<file path="config.mk">
export PLATFORM = sky130hd
export DESIGN_NAME = adc_acq_ctrl
export DESIGN_NICKNAME = d
export VERILOG_FILES = /design/src/rtl/adc_acq_pkg.sv /design/src/rtl/adc_tick_gen.sv /design/src/rtl/adc_acq_ctrl.sv
export SDC_FILE = /design/constraint.sdc
export NUM_CORES = 1
export LEC_CHECK = 0
export ABC_CLOCK_PERIOD_IN_PS = 3310
export BUFFER_PORTS_ARGS = -buffer_cell sky130_fd_sc_hd__buf_2
export CAP_MARGIN = 0
export CORE_MARGIN = 8
export CORE_UTILIZATION = 40
export CTS_BUF_LIST = sky130_fd_sc_hd__clkbuf_4
export DETAILED_ROUTE_END_ITERATION = 6
export SETUP_SLACK_MARGIN = 0.05
export SKIP_CTS_REPAIR_TIMING = 1
export SYNTH_ARGS = -nofsm -noshare
export SYNTH_HDL_FRONTEND = slang
export SYNTH_HIERARCHICAL = 1
export SYNTH_SLANG_ARGS = --single-unit
</file>
<file path="constraint.sdc">
create_clock -name clk -period 3.31 [get_ports clk]
set_input_delay 0.8275 -clock clk [delete_from_list [all_inputs] [get_ports clk]]
set_output_delay 0.8275 -clock clk [all_outputs]
set_load 0.02 [all_outputs]
</file>
<file path="src/rtl/adc_acq_pkg.sv">
// Shared state encoding, default timing constants and width helpers for the
// ADC acquisition controller and its sample-tick divider.
package adc_acq_pkg;

    typedef enum logic [2:0] {
        ST_IDLE      = 3'd0,
        ST_PWRUP     = 3'd1,
        ST_WAIT_TICK = 3'd2,
        ST_SAMPLE    = 3'd3,
        ST_CONVERT   = 3'd4,
        ST_READ      = 3'd5,
        ST_PUSH      = 3'd6,
        ST_DONE      = 3'd7
    } acq_state_e;

    localparam int unsigned DEF_FRAME_LEN    = 32'd512;
    localparam int unsigned DEF_SAMPLE_DIV   = 32'd2000;
    localparam int unsigned DEF_PWRUP_CYCLES = 32'd20;
    localparam int unsigned DEF_SH_CYCLES    = 32'd4;
    localparam int unsigned DEF_RD_CYCLES    = 32'd3;
    localparam int unsigned DEF_EOC_TIMEOUT  = 32'd200;

    // Bits needed to count 0..n-1, never less than one.
    function automatic int unsigned width_of(input int unsigned n);
        return (n < 32'd2) ? 32'd1 : $clog2(n);
    endfunction

    function automatic int unsigned max4(input int unsigned a, input int unsigned b,
                                         input int unsigned c, input int unsigned d);
        int unsigned m;
        m = a;
        if (b > m) m = b;
        if (c > m) m = c;
        if (d > m) m = d;
        return m;
    endfunction

endpackage

</file>
<file path="src/rtl/adc_tick_gen.sv">
// Sample-rate divider: counts 0..SAMPLE_DIV-1 while enabled, parks at zero
// while disabled, and flags the terminal count as the sample tick.
module adc_tick_gen
    import adc_acq_pkg::*;
#(
    parameter int unsigned SAMPLE_DIV = DEF_SAMPLE_DIV
) (
    input  logic clk,
    input  logic rst,
    input  logic enable,
    output logic tick
);

    localparam int unsigned TW = width_of(SAMPLE_DIV);
    localparam logic [TW-1:0] TICK_LAST = TW'(SAMPLE_DIV - 32'd1);

    logic [TW-1:0] tick_cnt_r;

    // Divider counter; restarting from zero on enable keeps the first tick a full period out.
    always_ff @(posedge clk) begin
        if (rst) begin
            tick_cnt_r <= '0;
        end else if (!enable) begin
            tick_cnt_r <= '0;
        end else if (tick_cnt_r == TICK_LAST) begin
            tick_cnt_r <= '0;
        end else begin
            tick_cnt_r <= tick_cnt_r + 1'b1;
        end
    end

    assign tick = enable && (tick_cnt_r == TICK_LAST);

endmodule

</file>
<file path="src/rtl/adc_acq_ctrl.sv">
// ADC acquisition controller: powers up a parallel ADC, samples on a fixed tick,
// reads each conversion and streams FRAME_LEN bytes to a ready/valid consumer.
module adc_acq_ctrl
    import adc_acq_pkg::*;
#(
    parameter int unsigned FRAME_LEN    = DEF_FRAME_LEN,
    parameter int unsigned SAMPLE_DIV   = DEF_SAMPLE_DIV,
    parameter int unsigned PWRUP_CYCLES = DEF_PWRUP_CYCLES,
    parameter int unsigned SH_CYCLES    = DEF_SH_CYCLES,
    parameter int unsigned RD_CYCLES    = DEF_RD_CYCLES,
    parameter int unsigned EOC_TIMEOUT  = DEF_EOC_TIMEOUT
) (
    input  logic       clk,
    input  logic       rst,
    input  logic       start,
    input  logic       abort,
    input  logic [7:0] AD,
    input  logic       EOC_n,
    output logic       PD,
    output logic       CS_RD_n,
    output logic       AD_CLK,
    output logic       S_H,
    output logic [7:0] smp_data,
    output logic       smp_valid,
    input  logic       smp_ready,
    output logic       smp_last,
    output logic       busy,
    output logic       done,
    output logic       overrun,
    output logic       timeout_err
);

    localparam int unsigned CNT_W = $clog2(FRAME_LEN + 32'd1);
    localparam int unsigned PH_W  = width_of(max4(PWRUP_CYCLES, SH_CYCLES, RD_CYCLES, EOC_TIMEOUT));

    localparam logic [PH_W-1:0]  PWRUP_LAST = PH_W'(PWRUP_CYCLES - 32'd1);
    localparam logic [PH_W-1:0]  SH_LAST    = PH_W'(SH_CYCLES - 32'd1);
    localparam logic [PH_W-1:0]  RD_LAST    = PH_W'(RD_CYCLES - 32'd1);
    localparam logic [PH_W-1:0]  EOC_LAST   = PH_W'(EOC_TIMEOUT - 32'd1);
    localparam logic [CNT_W-1:0] CNT_FULL   = CNT_W'(FRAME_LEN);
    localparam logic [CNT_W-1:0] CNT_LAST   = CNT_W'(FRAME_LEN - 32'd1);

    acq_state_e       state_r, state_s;
    logic [PH_W-1:0]  phase_cnt_r, phase_cnt_s;
    logic [CNT_W-1:0] sample_cnt_r, sample_cnt_s, cnt_inc_s;
    logic [1:0]       eoc_sync_r;
    logic             tick_en_s, tick_s, capture_s;
    logic             overrun_r, overrun_s, timeout_err_r, timeout_s;
    logic             pd_r, pd_s, cs_rd_n_r, cs_rd_n_s, s_h_r, s_h_s, ad_clk_r;
    logic             valid_r, valid_s, last_r, last_s, busy_r, busy_s, done_r, done_s;
    logic [7:0]       smp_data_r;

    // The tick runs only once power-up has settled and until the frame returns to idle.
    assign tick_en_s = (state_r != ST_IDLE) && (state_r != ST_PWRUP);

    adc_tick_gen #(
        .SAMPLE_DIV (SAMPLE_DIV)
    ) u_tick_gen (
        .clk    (clk),
        .rst    (rst),
        .enable (tick_en_s),
        .tick   (tick_s)
    );

    // Two-flop synchronizer for the asynchronous end-of-conversion strobe.
    always_ff @(posedge clk) begin
        if (rst) begin
            eoc_sync_r <= 2'b11;
        end else begin
            eoc_sync_r <= {eoc_sync_r[0], EOC_n};
        end
    end

    assign cnt_inc_s = sample_cnt_r + 1'b1;

    // Next-state, phase timing, sample count and sticky error flags.
    always_comb begin
        state_s      = state_r;
        phase_cnt_s  = phase_cnt_r + 1'b1;
        sample_cnt_s = sample_cnt_r;
        timeout_s    = timeout_err_r;
        capture_s    = 1'b0;
        if (tick_s && (state_r != ST_WAIT_TICK)) begin
            overrun_s = 1'b1;
        end else begin
            overrun_s = overrun_r;
        end

        case (state_r)
            ST_IDLE: begin
                phase_cnt_s = '0;
                if (start && !abort) begin
                    state_s      = ST_PWRUP;
                    overrun_s    = 1'b0;
                    timeout_s    = 1'b0;
                    sample_cnt_s = '0;
                end else begin
                    state_s = ST_IDLE;
                end
            end
            ST_PWRUP: begin
                if (phase_cnt_r == PWRUP_LAST) begin
                    state_s     = ST_WAIT_TICK;
                    phase_cnt_s = '0;
                end else begin
                    state_s = ST_PWRUP;
                end
            end
            ST_WAIT_TICK: begin
                phase_cnt_s = '0;
                if (tick_s) begin
                    state_s = ST_SAMPLE;
                end else begin
                    state_s = ST_WAIT_TICK;
                end
            end
            ST_SAMPLE: begin
                if (phase_cnt_r == SH_LAST) begin
                    state_s     = ST_CONVERT;
                    phase_cnt_s = '0;
                end else begin
                    state_s = ST_SAMPLE;
                end
            end
            ST_CONVERT: begin
                if (!eoc_sync_r[1]) begin
                    state_s     = ST_READ;
                    phase_cnt_s = '0;
                end else if (phase_cnt_r == EOC_LAST) begin
                    state_s     = ST_DONE;
                    phase_cnt_s = '0;
                    timeout_s   = 1'b1;
                end else begin
                    state_s = ST_CONVERT;
                end
            end
            ST_READ: begin
                if (phase_cnt_r == RD_LAST) begin
                    state_s     = ST_PUSH;
                    phase_cnt_s = '0;
                    capture_s   = 1'b1;
                end else begin
                    state_s = ST_READ;
                end
            end
            ST_PUSH: begin
                phase_cnt_s = '0;
                if (smp_ready) begin
                    sample_cnt_s = cnt_inc_s;
                    if (cnt_inc_s == CNT_FULL) begin
                        state_s = ST_DONE;
                    end else begin
                        state_s = ST_WAIT_TICK;
                    end
                end else begin
                    state_s = ST_PUSH;
                end
            end
            ST_DONE: begin
                phase_cnt_s = '0;
                state_s     = ST_IDLE;
            end
            default: begin
                phase_cnt_s = '0;
                state_s     = ST_IDLE;
            end
        endcase

        if (abort) begin
            state_s     = ST_IDLE;
            phase_cnt_s = '0;
        end else begin
            state_s = state_s;
        end
    end

    // Output decode from the next state so every pin comes straight from a flop.
    always_comb begin
        pd_s      = (state_s == ST_IDLE) || (state_s == ST_DONE);
        s_h_s     = (state_s == ST_SAMPLE);
        cs_rd_n_s = (state_s != ST_READ);
        valid_s   = (state_s == ST_PUSH);
        last_s    = valid_s && (sample_cnt_s == CNT_LAST);
        busy_s    = (state_s != ST_IDLE);
        done_s    = (state_s == ST_DONE);
    end

    // State, counters, flags and registered pins.
    always_ff @(posedge clk) begin
        if (rst) begin
            state_r       <= ST_IDLE;
            phase_cnt_r   <= '0;
            sample_cnt_r  <= '0;
            overrun_r     <= 1'b0;
            timeout_err_r <= 1'b0;
            pd_r          <= 1'b1;
            cs_rd_n_r     <= 1'b1;
            s_h_r         <= 1'b0;
            ad_clk_r      <= 1'b0;
            valid_r       <= 1'b0;
            last_r        <= 1'b0;
            busy_r        <= 1'b0;
            done_r        <= 1'b0;
            smp_data_r    <= 8'h00;
        end else begin
            state_r       <= state_s;
            phase_cnt_r   <= phase_cnt_s;
            sample_cnt_r  <= sample_cnt_s;
            overrun_r     <= overrun_s;
            timeout_err_r <= timeout_s;
            pd_r          <= pd_s;
            cs_rd_n_r     <= cs_rd_n_s;
            s_h_r         <= s_h_s;
            ad_clk_r      <= pd_s ? 1'b0 : ~ad_clk_r;
            valid_r       <= valid_s;
            last_r        <= last_s;
            busy_r        <= busy_s;
            done_r        <= done_s;
            smp_data_r    <= capture_s ? AD : smp_data_r;
        end
    end

    assign PD          = pd_r;
    assign CS_RD_n     = cs_rd_n_r;
    assign S_H         = s_h_r;
    assign AD_CLK      = ad_clk_r;
    assign smp_data    = smp_data_r;
    assign smp_valid   = valid_r;
    assign smp_last    = last_r;
    assign busy        = busy_r;
    assign done        = done_r;
    assign overrun     = overrun_r;
    assign timeout_err = timeout_err_r;

endmodule

</file>
After elaboration in Yosys (flattened, before gate mapping)
Cells that the tools add are included.
Operators by class
  add/sub/neg operators: 3
  equal/unequal tests: 23
  mux-type cells: 29
  bitwise gates (word level): 2
  reductions and logical operators: 17
Operators with widths (count)
  $mux W8: 5
  $pmux W8 S5: 1
  $pmux W3 S8: 1
  $mux W10: 2
  $pmux W10 S2: 1
  $eq A3 B3 Y1 const B: 6
  $eq A8 B2 Y1 const B: 2
  $mux W3: 4
  $add A11 B1 Y11 const B: 1
  $eq A11 B11 Y1 const B: 1
  $add A10 B1 Y10 const B: 1
  $eq A10 B10 Y1 const B: 1
  $eq A10 B9 Y1 const B: 1
  $mux W1: 10
  $eq A3 B2 Y1 const B: 3
  $add A8 B1 Y8 const B: 1
  $eq A8 B5 Y1 const B: 1
  $eq A8 B8 Y1 const B: 1
  $mux W2: 4
  $logic_not A3 Y1: 2
  $ne A2 B2 Y1 const B: 3
  $reduce_bool A3 Y1: 2
  $logic_and A1 B1 Y1: 5
  $reduce_and A4 Y1: 1
  other kinds (12): 14
Storage, ports and cells
  register bits after elaboration: 52
  bits of input ports: 14
  output and inout port bits: 18
  word-level logic and storage cells: 90

Longest topological paths before layout
Gate-level depths: netlist of the first run.
  depth in word-level cells: 9
  mapped depth: 11
  gate-level depth less buffers: 10

Cells and area by module
The synthesis of the first run kept the hierarchy.
By module, submodules not included
  adc_acq_ctrl: instances 1, cells each 248, area each 2084.5 um^2, sequential area each 820.8 um^2
  adc_tick_gen: instances 1, cells each 59, area each 559.3 um^2, sequential area each 220.2 um^2

Least setup slack after synthesis of the first run
No wires, ideal clock.
  path kind: reg-to-reg
  from: register u_tick_gen.tick_cnt_r[5]
  to: register ad_clk_r (netlist: AD_CLK)
  library setup time: 0.116 ns
  data arrival time: 2.107 ns
  required time: 3.194 ns
  slack: 1.088 ns
  stages on the path, launching flop included: 9
  buffers on the path: 0
  period minus slack after synthesis: 2.222 ns
  cell sequence: dfxtp_1 > or3b_2 > nor4_1 > a21boi_0 > a311o_1 > and3_1 > o21ai_1 > nand3_1 > and3_1
On the way
  cells in the longest elaborated chain, start to end: 8
  elaborated cells between the ends (all ways): 9
  those cells by class: eq/ne: 2; mux: 3; reduce/logical: 4
RTL lines
  from (decl): RTL line adc_tick_gen.sv:17  | logic [TW-1:0] tick_cnt_r;
  from (signal assigned): RTL line adc_tick_gen.sv:28  | tick_cnt_r <= tick_cnt_r + 1'b1;
  $eq A11 B11 Y1 *: RTL line adc_tick_gen.sv:32  | assign tick = enable && (tick_cnt_r == TICK_LAST);
  $logic_and A1 B1 Y1 *: RTL line adc_tick_gen.sv:32
  via tick_s: RTL line adc_acq_ctrl.sv:47  | logic tick_en_s, tick_s, capture_s;
  $mux W1 *: RTL line adc_acq_ctrl.sv:111  | if (tick_s) begin
  $pmux W3 S8 *: RTL line adc_acq_ctrl.sv:89  | case (state_r)
  $mux W3 *: RTL line adc_acq_ctrl.sv:169  | if (abort) begin
  $eq A3 B3 Y1 or $logic_not A3 Y1 (tied branches): RTL line adc_acq_ctrl.sv:179  | pd_s = (state_s == ST_IDLE) || (state_s == ST_DONE);
  $logic_or A1 B1 Y1 *: RTL line adc_acq_ctrl.sv:179
  $reduce_or A2 Y1 (no source line) *
  to (signal assigned): RTL line adc_acq_ctrl.sv:214  | ad_clk_r <= pd_s ? 1'b0 : ~ad_clk_r;
  to (decl): RTL line adc_acq_ctrl.sv:49  | logic pd_r, pd_s, cs_rd_n_r, cs_rd_n_s, s_h_r, s_h_s, ad_clk_r;
The timed path passes the listed nets; every way through them passes the cells marked *.
A chain may end at the register's enable or synchronous reset.

Final worst setup path of the first run
  from: register state_r[1]
  to: register ad_clk_r (netlist: AD_CLK)
On the way
  cells in the longest elaborated chain, start to end: 9
  elaborated cells between the ends (all ways): 19
  those cells by class: eq/ne: 9; mux: 3; reduce/logical: 7
RTL lines
  from (decl): RTL line adc_acq_ctrl.sv:43  | acq_state_e state_r, state_s;
  from (signal assigned): RTL line adc_acq_ctrl.sv:206  | state_r <= state_s;
  $ne A3 B1 Y1 or $reduce_bool A3 Y1 (tied branches): RTL line adc_acq_ctrl.sv:54  | assign tick_en_s = (state_r != ST_IDLE) && (state_r != ST_PWRUP);
  $logic_and A1 B1 Y1 *: RTL line adc_acq_ctrl.sv:54
  via tick_en_s: RTL line adc_acq_ctrl.sv:47
  $logic_and A1 B1 Y1 *: RTL line adc_tick_gen.sv:32
  via tick_s: RTL line adc_acq_ctrl.sv:47
  $mux W1 *: RTL line adc_acq_ctrl.sv:111
  $pmux W3 S8 *: RTL line adc_acq_ctrl.sv:89
  $mux W3 *: RTL line adc_acq_ctrl.sv:169
  $eq A3 B3 Y1 or $logic_not A3 Y1 (tied branches): RTL line adc_acq_ctrl.sv:179
  $logic_or A1 B1 Y1 *: RTL line adc_acq_ctrl.sv:179
  $reduce_or A2 Y1 (no source line) *
Marked as above.

==> flow_summary.toml, run 1 <==
[yosys]
ys_ff_latch = 52
yosysWarnings = 6
synth-edff-count = 0
synth_nets = 326
syn_area_um2 = 2640
synth_top_area_share = 0.394
synth_ff_type = "dfxtp_1"
yosysTopAreaCell = "dfxtp_1"
syn_inst = 307
netlist_top_cells_area = "dfxtp_1 39%, nor2_1 6.2%, nand2_1 3.4%, a21oi_1 3.2%, mux2i_1 3.0%"
synth_area_per_cell_um2 = 8.61
seq_area_frac_synth = 0.394
yosys.cell_types.count = 62
async_flop_share = 0

[power]
power.leakage_nw = 1.14
finalPower_mw = 0.935
p_per_area_nw_per_um2 = 324
ir_drop_uv = 191

[sta]
tns_ns = 0
min_period_ns = 2.58
hold_viol = 0
post-route-period-util = 0.780
maxSlewViolCount = 0
clock.fmax_ghz = 0.388
rsz0062_at_grt = "no"
tightest_slew_ns = 0.546
setup_violations = 0
fin_skew_ns = 0.0145
slew_headroom = 0.636

[critical_path]
path_class = "reg -> reg"
cp.required_ns = 3.57
cp_max_fo = 12
critPathLaunchType = "flip-flop"
worstPathArrival_ns = 2.84
endpoint_kind = "flip-flop"

[layout]
finalNetCount = 354
final_common_cell = "dfxtp_1"
layout.cells.non_filler = 412
diodes = 0
syn2layout_area_growth_pct = 9.18
fin_util = 0.452
layout-drive-gt1-share = 0.194
final_cell_mix = "52 x dfxtp_1, 44 x nor2_1, 31 x buf_2"

[floorplan]
die_y_um = 97.3
die_w_um = 97.3
initial_core_util = 0.414
pin_count = 32
dieArea_um2 = 9470
core_um2 = 6390
rows = 29

[flow_run]
cap_violations = 0

[global_route]
grt_pass1_wl_mm = 9.98
grt_pass1_vias = 2114
grt_max_degree = 30
antenna_found_initial = 1
grt.overflow.total = 0
track_usage = 0.122

[clock_network]
h-tree-depth = 2
clk_latency_ns = 0.36
clockBufferDepth = 2
clk_pin_slew_worst_paths_ns = 0.14
numCtsBuffers = 5
cts_root_buf = "clkbuf_4"
cts_sinks = 52
cts_tree = "yes"

[drt]
vias_per_cell = 5.49
ant_nets = 0
wire_per_inst_um = 13.5
drt_iter0_drc = 174
drc = 0
vias = 2260
wl_mm = 5.56
drtPass1Iterations = 5

[outcome]
outcome = "complete, no violations"

[placement]
dp_hpwl_mm = 4.10
place_inst = 405
routabilityCongestion = 0.839
io_buffers = 31

[min_path]
hold_path_class = "reg -> reg"
worst paths after layout:
kind	from	end	slack [ns]	cells past startpoint
hold reg to reg	eoc_sync_r[0]	eoc_sync_r[1]	0.43	1
hold / removal	eoc_sync_r[0]	eoc_sync_r[1]	0.43	1
setup / recovery	state_r[1]	AD_CLK	0.73	10
setup reg to reg	state_r[1]	AD_CLK	0.73	10
worst max-delay path, stage by stage (launching register included):
cell	delay (ns)
dfxtp_1	0.58
nor2_1	0.14
inv_1	0.10
inv_1	0.04
nor4_1	0.39
a21boi_0	0.15
a311o_1	0.32
and3_1	0.15
o21ai_1	0.24
nand3_1	0.16
and3_1	0.20
power by group:
group | switching (mW) | total, mW | leakage, nW | internal [mW]
combinational | 0.0261 | 0.0415 | 0.693 | 0.0154
sequential | 0.00260 | 0.632 | 0.420 | 0.630
clock | 0.187 | 0.262 | 0.0261 | 0.0748
total | 0.216 | 0.935 | 1.14 | 0.720
cells by family after synthesis:
| family | after synthesis | synth area share |
|---|---|---|
| AO/OA/AOI/OAI | 59 | 0.156 |
| AND/OR/NAND/NOR | 147 | 0.313 |
| multiplexers | 8 | 0.0303 |
| XOR/XNOR | 12 | 0.0398 |
| adder cells (fa/ha/maj) | 5 | 0.0237 |
| flip-flops | 52 | 0.394 |
| buffers and inverters | 24 | 0.0431 |
layout make-up:
cell class | count | area [um2]
fill | 642 | 3500
multi-input combinational | 231 | 1490
sequential | 52 | 1040
timing repair buffer | 33 | 170
tap | 77 | 96.3
inverter | 12 | 45.0
clock buffer | 5 | 37.5
clock inverter | 2 | 7.51
Yosys cell counts, types with 2 or more instances:
cell type  number
dfxtp_1        52
nor2_1         44
nand2_1        24
a21oi_1        17
o21ai_0        16
nand3_1        14
inv_1          11
and3_1          9
mux2i_1         8
nor3_1          6
xnor2_1         6
xor2_1          6
clkbuf_1        5
ha_1            5
nand4_1         5
nor4_1          5
buf_2           4
nor2b_1         4
nor3_2          4
a211o_1         3
a31oi_1         3
and2_1          3
or2_2           3
or3_1           3
a22oi_1         2
and2b_2         2
and3_2          2
and4b_1         2
buf_6           2
nand2b_1        2
nand3_2         2
o31ai_1         2
or4_1           2
per-layer routing:
metal / part of all wire / wire, um / global-route usage
met1: 0.52 / 2880 / 0.163
met2: 0.39 / 2160 / 0.177
met3: 0.078 / 435 / 0.0434
met4: 0.012 / 67 / 0.0385
met5: 0.0023 / 13 / 0
flip-flops by register name (all words and copies together) (netlist names):
register	cells
CS_RD_n	1
done	1
S_H	1
timeout_err	1
busy	1
phase_cnt_r	8
u_tick_gen/tick_cnt_r	11
sample_cnt_r	10
state_r	3
eoc_sync_r	2
smp_last	1
overrun	1
smp_valid	1
smp_data	8
PD	1
AD_CLK	1
through the flow:
stage	hold WS (ns)	cell area, um2	setup WS, ns
6_report	0.427	2890	0.730
5_1_grt	0.442	2890	0.532
4_1_cts	0.431	2890	0.757
3_5_place_dp	0.397	2840	0.788
3_3_place_gp	0.396	2840	0.836
2_1_floorplan	0.389	2640	1.09
Note: power is estimated with default switching activity, not from simulation.
==> inputs of run 2 (changes only) <==
--- a/config.mk
+++ b/config.mk
@@ -5,7 +5,8 @@
 export SDC_FILE = /design/constraint.sdc
 export NUM_CORES = 1
 export LEC_CHECK = 0
-export ABC_CLOCK_PERIOD_IN_PS = 3310
+export ABC_AREA = 1
+export ABC_CLOCK_PERIOD_IN_PS = 2580
 export BUFFER_PORTS_ARGS = -buffer_cell sky130_fd_sc_hd__buf_2
 export CAP_MARGIN = 0
 export CORE_MARGIN = 8
==> constraint.sdc (replaced) <==
create_clock -name clk -period 2.58 [get_ports clk]
set_input_delay 0.645 -clock clk [delete_from_list [all_inputs] [get_ports clk]]
set_output_delay 0.645 -clock clk [all_outputs]
set_load 0.02 [all_outputs]
==> run 2 against run 1 <==
Worst setup slack worse by 0.20 ns; fmax up 26%; register-to-register slack worse by 0.20 ns; largest power group unchanged.
==> flow_summary.toml, run 2 <==
[outcome]
outcome = "complete, no violations"

[yosys]
ys_ff_latch = 52
netlist_top_cells_area = "dfxtp_1 41%, nor2_1 9.7%, nand2_1 8.9%, inv_1 7.9%, nand3_1 4.9%"
syn_area_um2 = 2560
synth_common_cells = "66 x nor2_1, 61 x nand2_1, 54 x inv_1"
synth_nets = 387
seq_area_frac_synth = 0.406
yosysTopAreaCell = "dfxtp_1"
yosys.cell_types.count = 31
synth_top_area_share = 0.406
yosysWarnings = 6
synth-edff-count = 0
synth_ff_type = "dfxtp_1"
synth_most_common_cell = "nor2_1"
syn_inst = 368
async_flop_share = 0
synth_area_per_cell_um2 = 6.96

[clock_network]
cts_root_buf = "clkbuf_4"
clk_latency_ns = 0.36
cts_sinks = 52
cts_tree = "yes"
clockBufferDepth = 2
h-tree-depth = 2
clk_pin_slew_worst_paths_ns = 0.15
numCtsBuffers = 5

[global_route]
antenna_found_initial = 0
track_usage = 0.129
grt_pass1_wl_mm = 9.65
grt_pass1_vias = 2260
grt_max_degree = 22
grt.overflow.total = 0

[floorplan]
initial_core_util = 0.408
pin_count = 32
rows = 29
die_w_um = 96.0
die_y_um = 96.0
core_um2 = 6280
dieArea_um2 = 9220

[layout]
diodes = 0
finalNetCount = 422
syn2layout_area_growth_pct = 12.3
largest_register = "u_tick_gen/tick_cnt_r"
final_common_cell = "nor2_1"
final_cell_mix = "66 x nor2_1, 61 x nand2_1, 54 x inv_1"
fin_util = 0.458
largest_reg_flops = 11
n_fill_cell = 641
layout-drive-gt1-share = 0.193
largest_registers = "u_tick_gen/tick_cnt_r (11), sample_cnt_r (10)"
layout.cells.non_filler = 481

[flow_run]
cap_violations = 0

[drt]
wire_per_inst_um = 11.4
vias = 2288
vias_per_cell = 4.76
drc = 0
drt_iter0_drc = 116
wl_mm = 5.49
ant_nets = 0
drtPass1Iterations = 4

[min_path]
hold_depth = 1
hold_path_startpoint = "eoc_sync_r[0]"
holdPathEnd = "eoc_sync_r[1]"
hold_path_class = "reg -> reg"

[sta]
hold_viol = 0
maxSlewViolCount = 0
tns_ns = 0
clock.fmax_ghz = 0.487
min_period_ns = 2.05
setup_ws_ns = 0.529
post-route-period-util = 0.795
fin_skew_ns = 0.0130
rsz0062_at_grt = "no"
setup_violations = 0
slew_headroom = 0.662
tightest_slew_ns = 0.504

[placement]
routabilityCongestion = 0.823
pre_cts_ws_ns = 0.494
place_inst = 473
io_buffers = 31
dp_hpwl_mm = 4.32

[power]
power.leakage_nw = 1.20
ir_drop_uv = 257
finalPower_mw = 1.31
p_per_area_nw_per_um2 = 456

[critical_path]
r2r_slack_ns = 0.53
cp.required_ns = 2.84
worstPathArrival_ns = 2.31
reg2reg_depth = 14
endpoint_kind = "flip-flop"
critPathLaunchType = "flip-flop"
path_class = "reg -> reg"
cp_max_fo = 4
rr_startpoint = "u_tick_gen/tick_cnt_r[0]"
worstReg2RegEnd = "CS_RD_n"
==> run 2: cell types whose count changed in the layout (fill, tap and decap cells not counted), sizes merged, moves of 4 or more <==
| cell | change |
|---|---|
| a21oi | -7 |
| and3 | -10 |
| inv | +47 |
| mux2i | -8 |
| nand2 | +47 |
| nand3 | +12 |
| nor2 | +35 |
| nor2b | -4 |
| nor4 | -5 |
| o22ai | +7 |
| or3 | -4 |
| xnor2 | -4 |
==> run 2: power breakdown <==
part | total [mW] | leakage [nW] | switching, mW | internal [mW]
clock network | 0.450 | 0.0412 | 0.248 | 0.202
registers | 0.811 | 0.420 | 0.00267 | 0.808
logic | 0.0516 | 0.741 | 0.0328 | 0.0188
total | 1.31 | 1.20 | 0.283 | 1.03
==> run 2: routing by layer <==
layer  track usage  routed length [um]  up-vias
li1              -                   -     1226
met1         0.156                2660     1005
met4        0.0410                  78        0
met5             0                   0        -
met3        0.0320                 243       10
met2         0.217                2510       47
==> run 2: kinds of logic after synthesis <==
logic type               synth area share
buffers and inverters              0.0957
AO/OA/AOI/OAI                      0.0889
flip-flops                          0.406
XOR/XNOR                           0.0171
AND/OR/NAND/NOR                     0.368
adder cells (fa/ha/maj)            0.0244
==> run 2: how the worst max path moves through the flow <==
stage / start / to / slack [ns]
final: u_tick_gen/tick_cnt_r[0] / CS_RD_n / 0.53
after global routing: u_tick_gen/tick_cnt_r[0] / CS_RD_n / 0.26
after CTS: u_tick_gen/tick_cnt_r[0] / CS_RD_n / 0.47
after detailed placement: u_tick_gen/tick_cnt_r[0] / CS_RD_n / 0.49
after global placement: u_tick_gen/tick_cnt_r[0] / CS_RD_n / 0.49
after floorplan: u_tick_gen/tick_cnt_r[0] / CS_RD_n / 0.78
==> run 2: layout make-up <==
class | instances | area, um2 | share of cell area
clock inverters | 3 | 42.5 | 0.0148
well taps | 77 | 96.3 | 0.0335
inverters | 59 | 221 | 0.0770
clock buffers | 5 | 37.5 | 0.0130
multi-input cells | 253 | 1280 | 0.443
flip-flops and latches | 52 | 1040 | 0.362
repair buffers | 32 | 163 | 0.0565
==> run 2: worst max-delay path, stage by stage (launching register included) <==
cell	delay, ns
dfxtp_1	0.39
ha_1	0.21
nand2_2	0.10
nor2_2	0.11
nand2_1	0.08
nor3_1	0.25
inv_1	0.06
o21ai_0	0.18
nor2_1	0.06
nand3_1	0.08
nor2_1	0.06
nand2_2	0.11
nand2_2	0.09
nor2_2	0.10
nand4_1	0.09
==> run 2: metrics by stage <==
step	cell area [um2]	hold slack, ns
after global routing	2880	0.437
after CTS	2880	0.430
after global placement	2800	0.399
final	2880	0.419
after floorplan	2560	0.389
after detailed placement	2800	0.396
